==> config.mk <==
export PLATFORM = sky130hd
export DESIGN_NAME = pc_sequencer_flat
export DESIGN_NICKNAME = d
export VERILOG_FILES = /design/src/rtl/pc_sequencer_if.sv /design/src/rtl/pc_sequencer.sv /design/src/flat_wrapper.sv
export SDC_FILE = /design/constraint.sdc
export NUM_CORES = 1
export LEC_CHECK = 0
export BUFFER_PORTS_ARGS = -buffer_cell sky130_fd_sc_hd__buf_2
export CAP_MARGIN = 20
export CORE_ASPECT_RATIO = 1.75
export CORE_MARGIN = 3
export CORE_UTILIZATION = 25
export CTS_BUF_LIST = sky130_fd_sc_hd__clkbuf_8
export CTS_CLUSTER_SIZE = 28
export DETAILED_ROUTE_END_ITERATION = 8
export PLACE_DENSITY_LB_ADDON = 0.12
export SLEW_MARGIN = 20
export SYNTH_ARGS = -nofsm -noshare
export SYNTH_HDL_FRONTEND = slang
export SYNTH_SLANG_ARGS = --single-unit
==> constraint.sdc <==
create_clock -name clk -period 2.8 [get_ports clk]
set_input_delay 0.56 -clock clk [delete_from_list [all_inputs] [get_ports clk]]
set_output_delay 0.56 -clock clk [all_outputs]
set_load 0.05 [all_outputs]
==> src/rtl/pc_sequencer_if.sv <==
// Fetch-side bundle between control/hazard units, the PC sequencer and instruction memory.
// Latency: none, pure wiring.
// Backpressure: fetch_ready from instruction memory holds the presented address.
interface pc_sequencer_if #(
    parameter int WIDTH = 32
);
    logic             stall;
    logic             fetch_ready;
    logic             redirect_valid;
    logic [WIDTH-1:0] redirect_target;
    logic             call;
    logic             ret;
    logic             exception;
    logic             exc_return;
    logic [WIDTH-1:0] program_counter;
    logic             pc_valid;
    logic [WIDTH-1:0] epc;
    logic             ras_empty;
    logic             ras_full;

    // Control side: issues redirects, traps and back-pressure, observes the fetch address.
    modport master (
        output stall, fetch_ready, redirect_valid, redirect_target,
               call, ret, exception, exc_return,
        input  program_counter, pc_valid, epc, ras_empty, ras_full
    );

    // Sequencer side.
    modport slave (
        input  stall, fetch_ready, redirect_valid, redirect_target,
               call, ret, exception, exc_return,
        output program_counter, pc_valid, epc, ras_empty, ras_full
    );
endinterface

==> src/rtl/pc_sequencer.sv <==
// Program-counter sequencer: sequential stepping, redirects, traps/eret and a circular RAS.
// Latency: every request sampled at an edge is visible on the registered outputs after that edge.
// Backpressure: stall or fetch_ready=0 holds the PC; redirects are taken regardless.
module pc_sequencer #(
    parameter int               WIDTH        = 32,
    parameter int               STEP         = 4,
    parameter logic [WIDTH-1:0] RESET_VECTOR = WIDTH'(32'h0000_0000),
    parameter logic [WIDTH-1:0] EXC_VECTOR   = WIDTH'(32'h8000_0180),
    parameter int               RAS_DEPTH    = 4
) (
    input  logic            clk,
    input  logic            reset_n,
    pc_sequencer_if.slave   bus
);
    localparam int               PTR_W      = (RAS_DEPTH > 1) ? $clog2(RAS_DEPTH) : 1;
    localparam int               CNT_W      = $clog2(RAS_DEPTH + 1);
    localparam logic [WIDTH-1:0] STEP_W     = WIDTH'(STEP);
    // STEP is a power of two, so STEP-1 is exactly the set of sub-step address bits.
    localparam logic [WIDTH-1:0] ALIGN_MASK = ~(STEP_W - WIDTH'(1));
    localparam logic [CNT_W-1:0] CNT_MAX    = CNT_W'(RAS_DEPTH);

    typedef enum logic [1:0] {
        BOOT = 2'd0,
        RUN  = 2'd1,
        TRAP = 2'd2
    } state_t;

    function automatic logic [WIDTH-1:0] align(input logic [WIDTH-1:0] addr);
        return addr & ALIGN_MASK;
    endfunction

    state_t           state_q;
    state_t           state_d;
    logic [WIDTH-1:0] pc_q;
    logic [WIDTH-1:0] pc_d;
    logic [WIDTH-1:0] epc_q;
    logic [WIDTH-1:0] epc_d;
    logic             pc_valid;

    logic [WIDTH-1:0] ras_mem [RAS_DEPTH];
    logic [PTR_W-1:0] top_q;
    logic [PTR_W-1:0] top_inc;
    logic [PTR_W-1:0] top_dec;
    logic [CNT_W-1:0] cnt_q;
    logic             ras_empty;
    logic             ras_full;
    logic             do_push;
    logic             do_pop;
    logic [WIDTH-1:0] push_val;

    assign ras_empty = (cnt_q == '0);
    assign ras_full  = (cnt_q == CNT_MAX);
    assign top_inc   = top_q + PTR_W'(1);
    assign top_dec   = top_q - PTR_W'(1);
    // Return address wraps modulo 2^WIDTH like the sequential step.
    assign push_val  = pc_q + STEP_W;

    // FSM state register.
    always_ff @(posedge clk or negedge reset_n) begin
        if (!reset_n) begin
            state_q <= BOOT;
        end else begin
            state_q <= state_d;
        end
    end

    // FSM next state: one BOOT cycle, TRAP persists while exception is held.
    always_comb begin
        state_d = state_q;
        unique case (state_q)
            BOOT:    state_d = RUN;
            RUN:     state_d = bus.exception ? TRAP : RUN;
            TRAP:    state_d = bus.exception ? TRAP : RUN;
            default: state_d = BOOT;
        endcase
    end

    // FSM outputs: only RUN presents a real fetch request.
    always_comb begin
        pc_valid = 1'b0;
        unique case (state_q)
            RUN:     pc_valid = 1'b1;
            default: pc_valid = 1'b0;
        endcase
    end

    // Next-PC selection by priority, plus the RAS actions the winning event implies.
    always_comb begin
        pc_d    = pc_q;
        epc_d   = epc_q;
        do_push = 1'b0;
        do_pop  = 1'b0;
        unique case (state_q)
            BOOT: begin
                pc_d = pc_q;
            end
            TRAP: begin
                // epc is deliberately not recaptured while the trap is held.
                pc_d = EXC_VECTOR;
            end
            RUN: begin
                if (bus.exception) begin
                    epc_d = pc_q;
                    pc_d  = EXC_VECTOR;
                end else if (bus.exc_return) begin
                    pc_d = align(epc_q);
                end else if (bus.redirect_valid) begin
                    do_pop  = bus.ret && !ras_empty;
                    do_push = bus.call;
                    pc_d    = do_pop ? align(ras_mem[top_q]) : align(bus.redirect_target);
                end else if (!bus.stall && bus.fetch_ready) begin
                    pc_d = pc_q + STEP_W;
                end
            end
            default: begin
                pc_d = RESET_VECTOR;
            end
        endcase
    end

    // PC and EPC registers.
    always_ff @(posedge clk or negedge reset_n) begin
        if (!reset_n) begin
            pc_q  <= RESET_VECTOR;
            epc_q <= '0;
        end else begin
            pc_q  <= pc_d;
            epc_q <= epc_d;
        end
    end

    // Return-address stack: pop-then-push replaces the top in place, push on full drops the oldest.
    always_ff @(posedge clk or negedge reset_n) begin
        if (!reset_n) begin
            top_q <= '0;
            cnt_q <= '0;
            for (int i = 0; i < RAS_DEPTH; i++) begin
                ras_mem[i] <= '0;
            end
        end else if (do_pop && do_push) begin
            ras_mem[top_q] <= push_val;
        end else if (do_pop) begin
            top_q <= top_dec;
            cnt_q <= cnt_q - CNT_W'(1);
        end else if (do_push) begin
            top_q            <= top_inc;
            ras_mem[top_inc] <= push_val;
            if (!ras_full) begin
                cnt_q <= cnt_q + CNT_W'(1);
            end
        end
    end

    assign bus.program_counter = pc_q;
    assign bus.pc_valid        = pc_valid;
    assign bus.epc             = epc_q;
    assign bus.ras_empty       = ras_empty;
    assign bus.ras_full        = ras_full;
endmodule

==> src/flat_wrapper.sv <==
// flat-port wrapper written by rule: the top's interface ports become plain ports
module pc_sequencer_flat 
#(
    parameter int               WIDTH        = 32,
    parameter int               STEP         = 4,
    parameter logic [WIDTH-1:0] RESET_VECTOR = WIDTH'(32'h0000_0000),
    parameter logic [WIDTH-1:0] EXC_VECTOR   = WIDTH'(32'h8000_0180),
    parameter int               RAS_DEPTH    = 4
)
  (clk, reset_n, bus_stall, bus_fetch_ready, bus_redirect_valid, bus_redirect_target, bus_call, bus_ret, bus_exception, bus_exc_return, bus_program_counter, bus_pc_valid, bus_epc, bus_ras_empty, bus_ras_full);
  pc_sequencer_if #(.WIDTH(WIDTH)) bus_i ();
  input  logic clk;
  input  logic reset_n;
  input wire logic [$bits(bus_i.stall)-1:0] bus_stall;
  input wire logic [$bits(bus_i.fetch_ready)-1:0] bus_fetch_ready;
  input wire logic [$bits(bus_i.redirect_valid)-1:0] bus_redirect_valid;
  input wire logic [$bits(bus_i.redirect_target)-1:0] bus_redirect_target;
  input wire logic [$bits(bus_i.call)-1:0] bus_call;
  input wire logic [$bits(bus_i.ret)-1:0] bus_ret;
  input wire logic [$bits(bus_i.exception)-1:0] bus_exception;
  input wire logic [$bits(bus_i.exc_return)-1:0] bus_exc_return;
  output wire logic [$bits(bus_i.program_counter)-1:0] bus_program_counter;
  output wire logic [$bits(bus_i.pc_valid)-1:0] bus_pc_valid;
  output wire logic [$bits(bus_i.epc)-1:0] bus_epc;
  output wire logic [$bits(bus_i.ras_empty)-1:0] bus_ras_empty;
  output wire logic [$bits(bus_i.ras_full)-1:0] bus_ras_full;
  assign bus_i.stall = bus_stall;
  assign bus_i.fetch_ready = bus_fetch_ready;
  assign bus_i.redirect_valid = bus_redirect_valid;
  assign bus_i.redirect_target = bus_redirect_target;
  assign bus_i.call = bus_call;
  assign bus_i.ret = bus_ret;
  assign bus_i.exception = bus_exception;
  assign bus_i.exc_return = bus_exc_return;
  assign bus_program_counter = bus_i.program_counter;
  assign bus_pc_valid = bus_i.pc_valid;
  assign bus_epc = bus_i.epc;
  assign bus_ras_empty = bus_i.ras_empty;
  assign bus_ras_full = bus_i.ras_full;
  pc_sequencer #(.WIDTH(WIDTH), .STEP(STEP), .RESET_VECTOR(RESET_VECTOR), .EXC_VECTOR(EXC_VECTOR), .RAS_DEPTH(RAS_DEPTH)) u_core (.clk(clk), .reset_n(reset_n), .bus(bus_i));
endmodule
* Word-level counts from Yosys, hierarchy flattened
Index checks and enable logic that the tools add are counted.
Widths: inputs -> output; s select.
** Storage, ports and cells
- Output and inout port bits :: 67
- Word-level logic and storage cells :: 79
- Bits in registers :: 199
- Memory bits (read-only) :: 0
- Bits in latches :: 0
- Bits of input ports :: 41
- Bits in writable memories :: 0
- Memories :: 0
** Operators by class
- Mux-type cells :: 34
- Div/mod/pow operators :: 0
- $mul :: 0
- Bitwise gates (word level) :: 4
- Magnitude comparators :: 4
- $add $sub $neg :: 5
- Reduce and logical (&&, ||, !) cells :: 17
- Equal/unequal tests :: 6
- Shifts and indexed selects :: 0
** Operators with widths (count)
- $mux 128 :: 3
- $mux 32 :: 9
- $bwmux 128 :: 2
- $demux 32 s2 :: 2
- $pmux 32 s3 :: 1
- $bmux 32 s2 :: 1
- $add 32x3->32 const B :: 1
- $mux 1 :: 9
- $mux 3 :: 3
- $reduce_and 2->1 :: 4
- $ge 3x3->1 const B :: 2
- $lt 3x1->1 const B :: 2
- $mux 2 :: 3
- $not 2->3 :: 2
- $logic_and 1x1->1 :: 5
- $ne 5x4->1 const B :: 1
- $pmux 2 s2 :: 1
- $reduce_bool 2->1 :: 2
- $add 3x1->3 const B :: 1
- $eq 3x3->1 const B :: 1
- $logic_not 3->1 :: 1
- $reduce_and 3->1 :: 1
- $sub 3x1->3 const B :: 1
- $add 2x1->2 const B :: 1
- other kinds (9) :: 11

* Logic depth before layout (Yosys ltp)
Gate-level depths: netlist of run 1.
- Depth after elaboration :: 10
- Gate-level depth with buffers :: 11
- Mapped depth without buffers :: 10

* Worst setup path after synthesis of run 1
No wires, ideal clock.
- Kind :: register to register
- Start :: reg u_core.state_q[1]
- End :: reg u_core.ras_mem[115] (netlist bit)
- Data arrival time :: 2.856 ns
- Data required time :: 2.662 ns
- Path slack :: -0.194 ns
- Cell stages (with the launch flop) :: 12
- Clock period less this slack :: 2.994 ns
- Setup time :: 0.138 ns
- Buffers on the path :: 2
- Cell sequence :: dfrtp_1 > inv_1 > ha_1 > and4bb_2 > nand2_1 > inv_1 > ha_1 > nand2_1 > a21oi_1 > clkbuf_1 > clkbuf_1 > a21oi_1
** On the way
- Cells in the longest elaborated chain, start to end :: 5
- Elaborated cells on any way between the ends :: 8
- Classes of those cells :: 2 x eq/ne; 3 x mux; 3 x reduce/logical
** Ends and longest elaborated chain
- from (decl) :: RTL line pc_sequencer.sv:32 : state_t state_q;
- from (signal assigned) :: RTL line pc_sequencer.sv:63 : state_q <= state_d;
- $eq 2x1->1 * :: RTL line pc_sequencer.sv:93 : unique case (state_q)
- $mux 1 :: RTL line pc_sequencer.sv:93
- $logic_and 1x1->1 :: RTL line pc_sequencer.sv:140 : end else if (do_pop && do_push) begin
- $ne 2x2->1 (no line) / $reduce_bool 2->1 (equally long branches)
- $reduce_and 2->1 (no line)
- to (signal, indexed assignment) :: RTL line pc_sequencer.sv:141 : ras_mem[top_q] <= push_val;
- to (signal, indexed assignment) :: RTL line pc_sequencer.sv:147 : ras_mem[top_inc] <= push_val;
- to (decl) :: RTL line pc_sequencer.sv:40 : logic [WIDTH-1:0] ras_mem [RAS_DEPTH];
Every way passes the cells marked *; elsewhere a longest branch is shown, timed or not.
A chain may end at the register's enable or synchronous reset.

* Worst setup path after layout of run 1
- Start :: reg u_core.state_q[1]
- End :: reg u_core.ras_mem[66] (netlist bit)
The elaborated chain is that of the path after synthesis.

==> reports/results.ini, run 1 <==
[floorplanning]
start_util = 0.2541
fp.dieW_um = 152.4
die_h_um = 262.2
die_area_um2 = 39950
core_area_um2 = 36890
rows = 93
io_pins = 108

[clock_network]
cts_tree = yes
clkSinkCount = 187
cts_buffers = 17
post_cts_buffers = 0
root_buffer = clkbuf_8
clk_latency_ps = 500
htreeDepth = 4
ctsHoldBuffers = 0
cts_resized = 0
cts.reportedPaths.clkPinSlew_ps = 100
cts.path.max_buffers = 2

[critical_path]
worstPathArrival_ps = 2950
cp_max_fo = 14
critPathKind = flop to flop
critPathBufInv = 3
end_kind = flop
crit_family = simple AND/OR/NAND/NOR gates
startpoint_type = flop
cpMaxStageDelayCell = dfrtp_1
crit_chain = inv_1 -> ha_2 -> and4bb_2 -> nand2_1 -> inv_1 -> ha_1 -> nand4b_1 -> a21oi_4 -> buf_4 -> mux2i_1
cp.required_ps = 3230
cpMostUsedCell = inv_1
cpPeakStageDelay_ps = 390

[grt]
antenna_found_initial = 2
grt_pass1_vias = 7528
track_usage = 0.1660
grt-ovfl-total = 0
grt_pass1_wl_um = 49460
grt_max_degree = 66

[cells_and_area]
layout-drive-gt1-share = 0.2962
fin_nets = 1074
multi_input_area_um2 = 4353
design_area_um2 = 11410
register_area_um2 = 4681
area_growth_syn_to_layout_pct = 21.72
fillers = 3873

[synthesis]
synth_area_um2 = 9374
yosys_register_bits = 187
synth_edf_count = 0
synth.largest_area_cell = dfrtp_1
synth_top_cell_area_share = 0.4992
synth_common_cells = dfrtp_1 (187), a21oi_1 (124), nor2_1 (119)
yosys.cell_types.count = 66
ys_warn_count = 0
async_flop_share = 1.000
ys_seq_area_frac = 0.4992
synth.avg_cell_area_um2 = 10.58
ys_top_cells_by_area = dfrtp_1 (50%), mux4_2 (7.2%), a21oi_1 (6.6%)
syn_inst = 886
synth_flop_cell = dfrtp_1
yosysMostFrequentCell = dfrtp_1

[sta]
finalCritPeriodShare = 0.9021
maxSlewHeadroom = 0.5146
setup_slack_ps = 274.3
min_period_ps = 2526
finalMaxSlewViolations = 0
fmax_mhz = 395.9
hold_slack_ps = 35.20
finalSetupViolCount = 0
finalHoldViolCount = 0
fin_skew_ps = 14.66
tns_ps = 0
rsz0062_at_grt = no
tightest_slew_ps = 722.9

[pwr]
p_leak_nw = 5.166
clkPwrFrac = 0.192
power_per_cell_area_nw_per_um2 = 901.1
p_switching_w = 0.004091
switching_share = 0.3979
pwr-share-seq = 0.407
ir_worst_vdd_uv = 307.5
comb_power_share = 0.401
internal_power_w = 0.006190

[run]
drv_cap = 0

[route]
vias = 7154
wire_per_inst_um = 21.45
drt_iter0_markers = 325
drtPass1Iterations = 4
totalWireLength_um = 32370
route.detailed.drc = 0
via_per_inst = 4.741
final_antenna_net_count = 0

[place]
placed_area_um2 = 10960
port_buffers = 101
dp_slack_ps = 130.9
finalWeightedCongestion = 0.7602
hpwl_um = 23840

[worst_hold_path]
hold_path.class = primary input to async pin

[status]
status = completed

## logic make-up (layout without fill, tap and decap cells)
logic type | after synthesis | count (layout) | synth area share
multiplexers | 89 | 89 | 0.1396
XOR/XNOR | 29 | 29 | 0.02710
AO/OA/AOI/OAI | 227 | 227 | 0.1455
flip-flops | 187 | 187 | 0.4992
buffers and inverters | 100 | 244 | 0.04512
other | 1 | 5 | 0.0004000
AND/OR/NAND/NOR | 240 | 240 | 0.1249
adder cells (fa/ha/maj) | 13 | 13 | 0.01815
## through the flow
step	util	power [W]	cells
after floorplan	-	0.006923	889
after global placement	0.2972	0.008419	1474
after detailed placement	0.2972	0.008466	1474
after CTS	0.3085	0.01049	1506
after global routing	0.3093	0.01101	1509
final	0.3093	0.01028	1509
## per-layer routing
metal | track usage | vias up | routed length [um]
met5 | 0 | - | 0
met4 | 0.06098 | 0 | 821
met3 | 0.02653 | 33 | 946
met2 | 0.3016 | 139 | 17210
met1 | 0.1979 | 3578 | 13390
li1 | - | 3404 | -
## worst paths after layout
| kind | from | to | slack (ps) | cells past startpoint |
|---|---|---|---|---|
| hold / removal | reset_n | u_core.ras_mem[30] | 40 | 1 |
| min in group clk | bus_redirect_target[23] | u_core.bus.program_counter[23] | 430 | 3 |
| setup reg to reg | u_core.state_q[1] | u_core.ras_mem[66] | 270 | 10 |
| max in group asynchronous | reset_n | u_core.bus.program_counter[3] | 2010 | 2 |
| setup / recovery | u_core.state_q[1] | u_core.ras_mem[66] | 270 | 10 |
| hold reg to reg | u_core.ras_mem[99] | u_core.ras_mem[99] | 510 | 1 |
## registers in the layout, summed over array words and instances (netlist names)
register	flops
u_core.bus.epc	30
u_core.state_q	2
u_core.cnt_q	3
u_core.bus.program_counter	30
u_core.top_q	2
u_core.ras_mem	120
## power groups by stage
stage	clock network (W)	logic [W]	registers, W
2_1_floorplan	0	0.00247	0.00446
4_1_cts	0.00207	0.00422	0.00420
3_3_place_gp	0	0.00418	0.00423
3_5_place_dp	0	0.00421	0.00426
6_report	0.00198	0.00412	0.00418
5_1_grt	0.00217	0.00452	0.00431
## worst reg2reg max path, delay by kind of cell (launching register included)
family	cells	cell delay (ps)
simple gates	3	660
fa+ha+maj	2	440
buf+inv	3	430
flops	1	390
compound gates	1	350
mux	1	200
## area by class of cell
cell class,count,area share
inverter,33,0.01086
clock inverter,14,0.01491
multi-input combinational,602,0.3815
tap,475,0.05209
antenna,1,0.0002193
sequential,187,0.4102
timing repair buffer,179,0.1085
clock buffer,18,0.02171
## cell usage in the layout (no fill, tap or decap), types with 5 or more instances in the layout
master	netlist	routed
dfrtp_1	187	186
a21oi_1	124	120
nor2_1	119	119
buf_2	17	100
buf_4	5	67
nand2_1	42	41
inv_1	33	35
mux2_2	34	34
o21ai_0	33	33
mux4_2	30	30
mux2i_1	25	25
xnor2_1	20	20
clkbuf_8	0	19
nand3_1	16	16
ha_1	12	11
buf_12	0	11
a22oi_1	10	10
xor2_1	9	9
a21oi_2	8	8
a221o_1	8	8
or3_1	7	7
nor3_1	6	6
and3_1	6	6
a31oi_1	6	6
nand4_1	5	5
nor4_1	5	5
a21o_1	5	5
a32oi_1	5	5
(Power assumes the default switching activity.)
==> inputs of run 2 (changes only) <==
CORE_MARGIN = 4   (was 3)
SLEW_MARGIN = 15   (was 20)
==> run 2 against run 1 <==
Die area rose by 2.1%. Setup slack got worse by 83 ps. Combinational power decreased by 1%. Sequential power barely moved. First-iteration DRC count up 15%. Cell count increased by 0.40%. Wire length increased by 1.6%. Non-clock buffer count is 6 higher. Utilization rose by 0.071 points. Count of clock-buffer cells in the layout up 1. Worst hold slack gained 410 ps. Clock power down 7%. Highest routed layer unchanged.
==> reports/results.ini, run 2 (synthesis results as in run 1) <==
[status]
status = completed

[critical_path]
worstPathArrival_ps = 2990
end_kind = flop
cpPeakStageDelay_ps = 400
critPathKind = flop to flop
cp_max_fo = 21
cpMostUsedCell = inv_1
startpoint_type = flop
crit_chain = inv_1 -> ha_2 -> and4bb_2 -> nand2_1 -> inv_1 -> ha_1 -> nand4b_1 -> a21oi_4 -> buf_12 -> mux2_2
cpMaxStageDelayCell = dfrtp_1
cp.required_ps = 3190

[place]
dpl.cell_count = 1481
port_buffers = 101
hpwl_um = 24470
placed_area_um2 = 11030
finalWeightedCongestion = 0.7729

[sta]
finalMaxSlewViolations = 0
fmax_mhz = 383.4
min_period_ps = 2608
finalSetupViolCount = 0
rsz0062_at_grt = no
maxSlewHeadroom = 0.3860
tns_ps = 0
finalHoldViolCount = 0
tightest_slew_ps = 915.4
finalCritPeriodShare = 0.9315
hold_slack_ps = 448.1
fin_skew_ps = 16.30

[clock_network]
post_cts_buffers = 0
root_buffer = clkbuf_8
cts.path.max_buffers = 2
cts_buffers = 17
cts_tree = yes
clk_latency_ps = 500
clkSinkCount = 187
htreeDepth = 4
cts.reportedPaths.clkPinSlew_ps = 100

[route]
route.detailed.drc = 0
via_per_inst = 4.758
final_antenna_net_count = 0
drt_iter0_markers = 374
drtPass1Iterations = 4
totalWireLength_um = 32880
vias = 7209
wire_per_inst_um = 21.70

[pwr]
ir_worst_vdd_uv = 406.1
p_leak_nw = 5.185
power_per_cell_area_nw_per_um2 = 883.4

[cells_and_area]
mostFrequentLayoutCell = dfrtp_1
post-route-util = 0.3100
regMostFlops = u_core.ras_mem
fin_nets = 1080
fin_cells = 1515
design_area_um2 = 11440
mostFrequentLayoutCells = dfrtp_1 (186), a21oi_1 (120), nor2_1 (119)
largest_reg_flops = 120
layout-drive-gt1-share = 0.3003
area_growth_syn_to_layout_pct = 22.00
fillers = 3862

[grt]
antenna_found_initial = 1
grt_max_degree = 68
grt_pass1_wl_um = 49760
track_usage = 0.1643
grt_pass1_vias = 7622
grt-ovfl-total = 0

[floorplanning]
io_pins = 108
fp.dieW_um = 154.4
core_area_um2 = 36890
rows = 93
start_util = 0.2541
die_h_um = 264.2
die_area_um2 = 40780

[worst_hold_path]
hold_path.class = primary input to flop

[run]
drv_cap = 0

-- run 2: cell types whose count changed in the layout (fill, tap and decap cells not counted), moves of 2 or more --
cell,change
clkinv_2,+4
clkinv_4,-2
buf_4,+4
inv_6,-2
-- run 2: worst paths after layout --
check / depth (start not counted) / from / slack (ps) / end
worst min-delay path: 3 / bus_redirect_target[19] / 450 / u_core.bus.program_counter[19]
worst max register to register: 10 / u_core.state_q[1] / 190 / u_core.ras_mem[67]
worst min register to register: 1 / u_core.ras_mem[3] / 510 / u_core.ras_mem[3]
min in group asynchronous: 2 / reset_n / 560 / u_core.ras_mem[121]
worst max-delay path: 10 / u_core.state_q[1] / 190 / u_core.ras_mem[67]
max in group asynchronous: 3 / reset_n / 1440 / u_core.ras_mem[90]
-- run 2: power by group --
group          switching, W  internal [W]
sequential         0.000638       0.00354
clock               0.00102      0.000829
combinational       0.00238       0.00169
-- run 2: critical path: cells and delay by family (launching register included) --
kind                       cells  cell delay (ps)
adders and majority gates      2              470
AOI/OAI and AO/OA              1              200
muxes                          1              360
DFF                            1              400
buffers and inverters          3              350
and+or+nand+nor                3              710
-- run 2: repair_timing --
action | 4_1_cts | 5_1_grt
endpoints found under the setup margin | 0 | 1
resized for setup | 0 | 1
hold buffers | 1 | 0
hold endpoints to repair | 39 | 0
-- run 2: cell type report --
cell class	count	area, um2	area share
Clock buffer	19	261.5	0.02287
Antenna cell	1	2.502	0.0002188
Sequential cell	187	4681	0.4093
Clock inverter	13	125.1	0.01094
Timing Repair Buffer	185	1289	0.1127
Multi-Input combinational cell	602	4359	0.3812
Tap cell	475	594.3	0.05197
Inverter	33	123.9	0.01083
-- run 2: layer usage --
metal | up-vias | global-route usage | routed length (um)
li1 | 3439 | - | -
met1 | 3621 | 0.2041 | 13620
met2 | 133 | 0.2943 | 17680
met3 | 16 | 0.03196 | 1191
met4 | 0 | 0.03464 | 388
met5 | - | 0 | 0
-- run 2: through the flow --
stage,total power (W),setup WS [ps]
CTS,0.01031,121.3
global route,0.01083,8.511
detailed placement,0.008411,125.8
finish,0.01010,191.7
global placement,0.008358,169.5
floorplan,0.006923,29.30
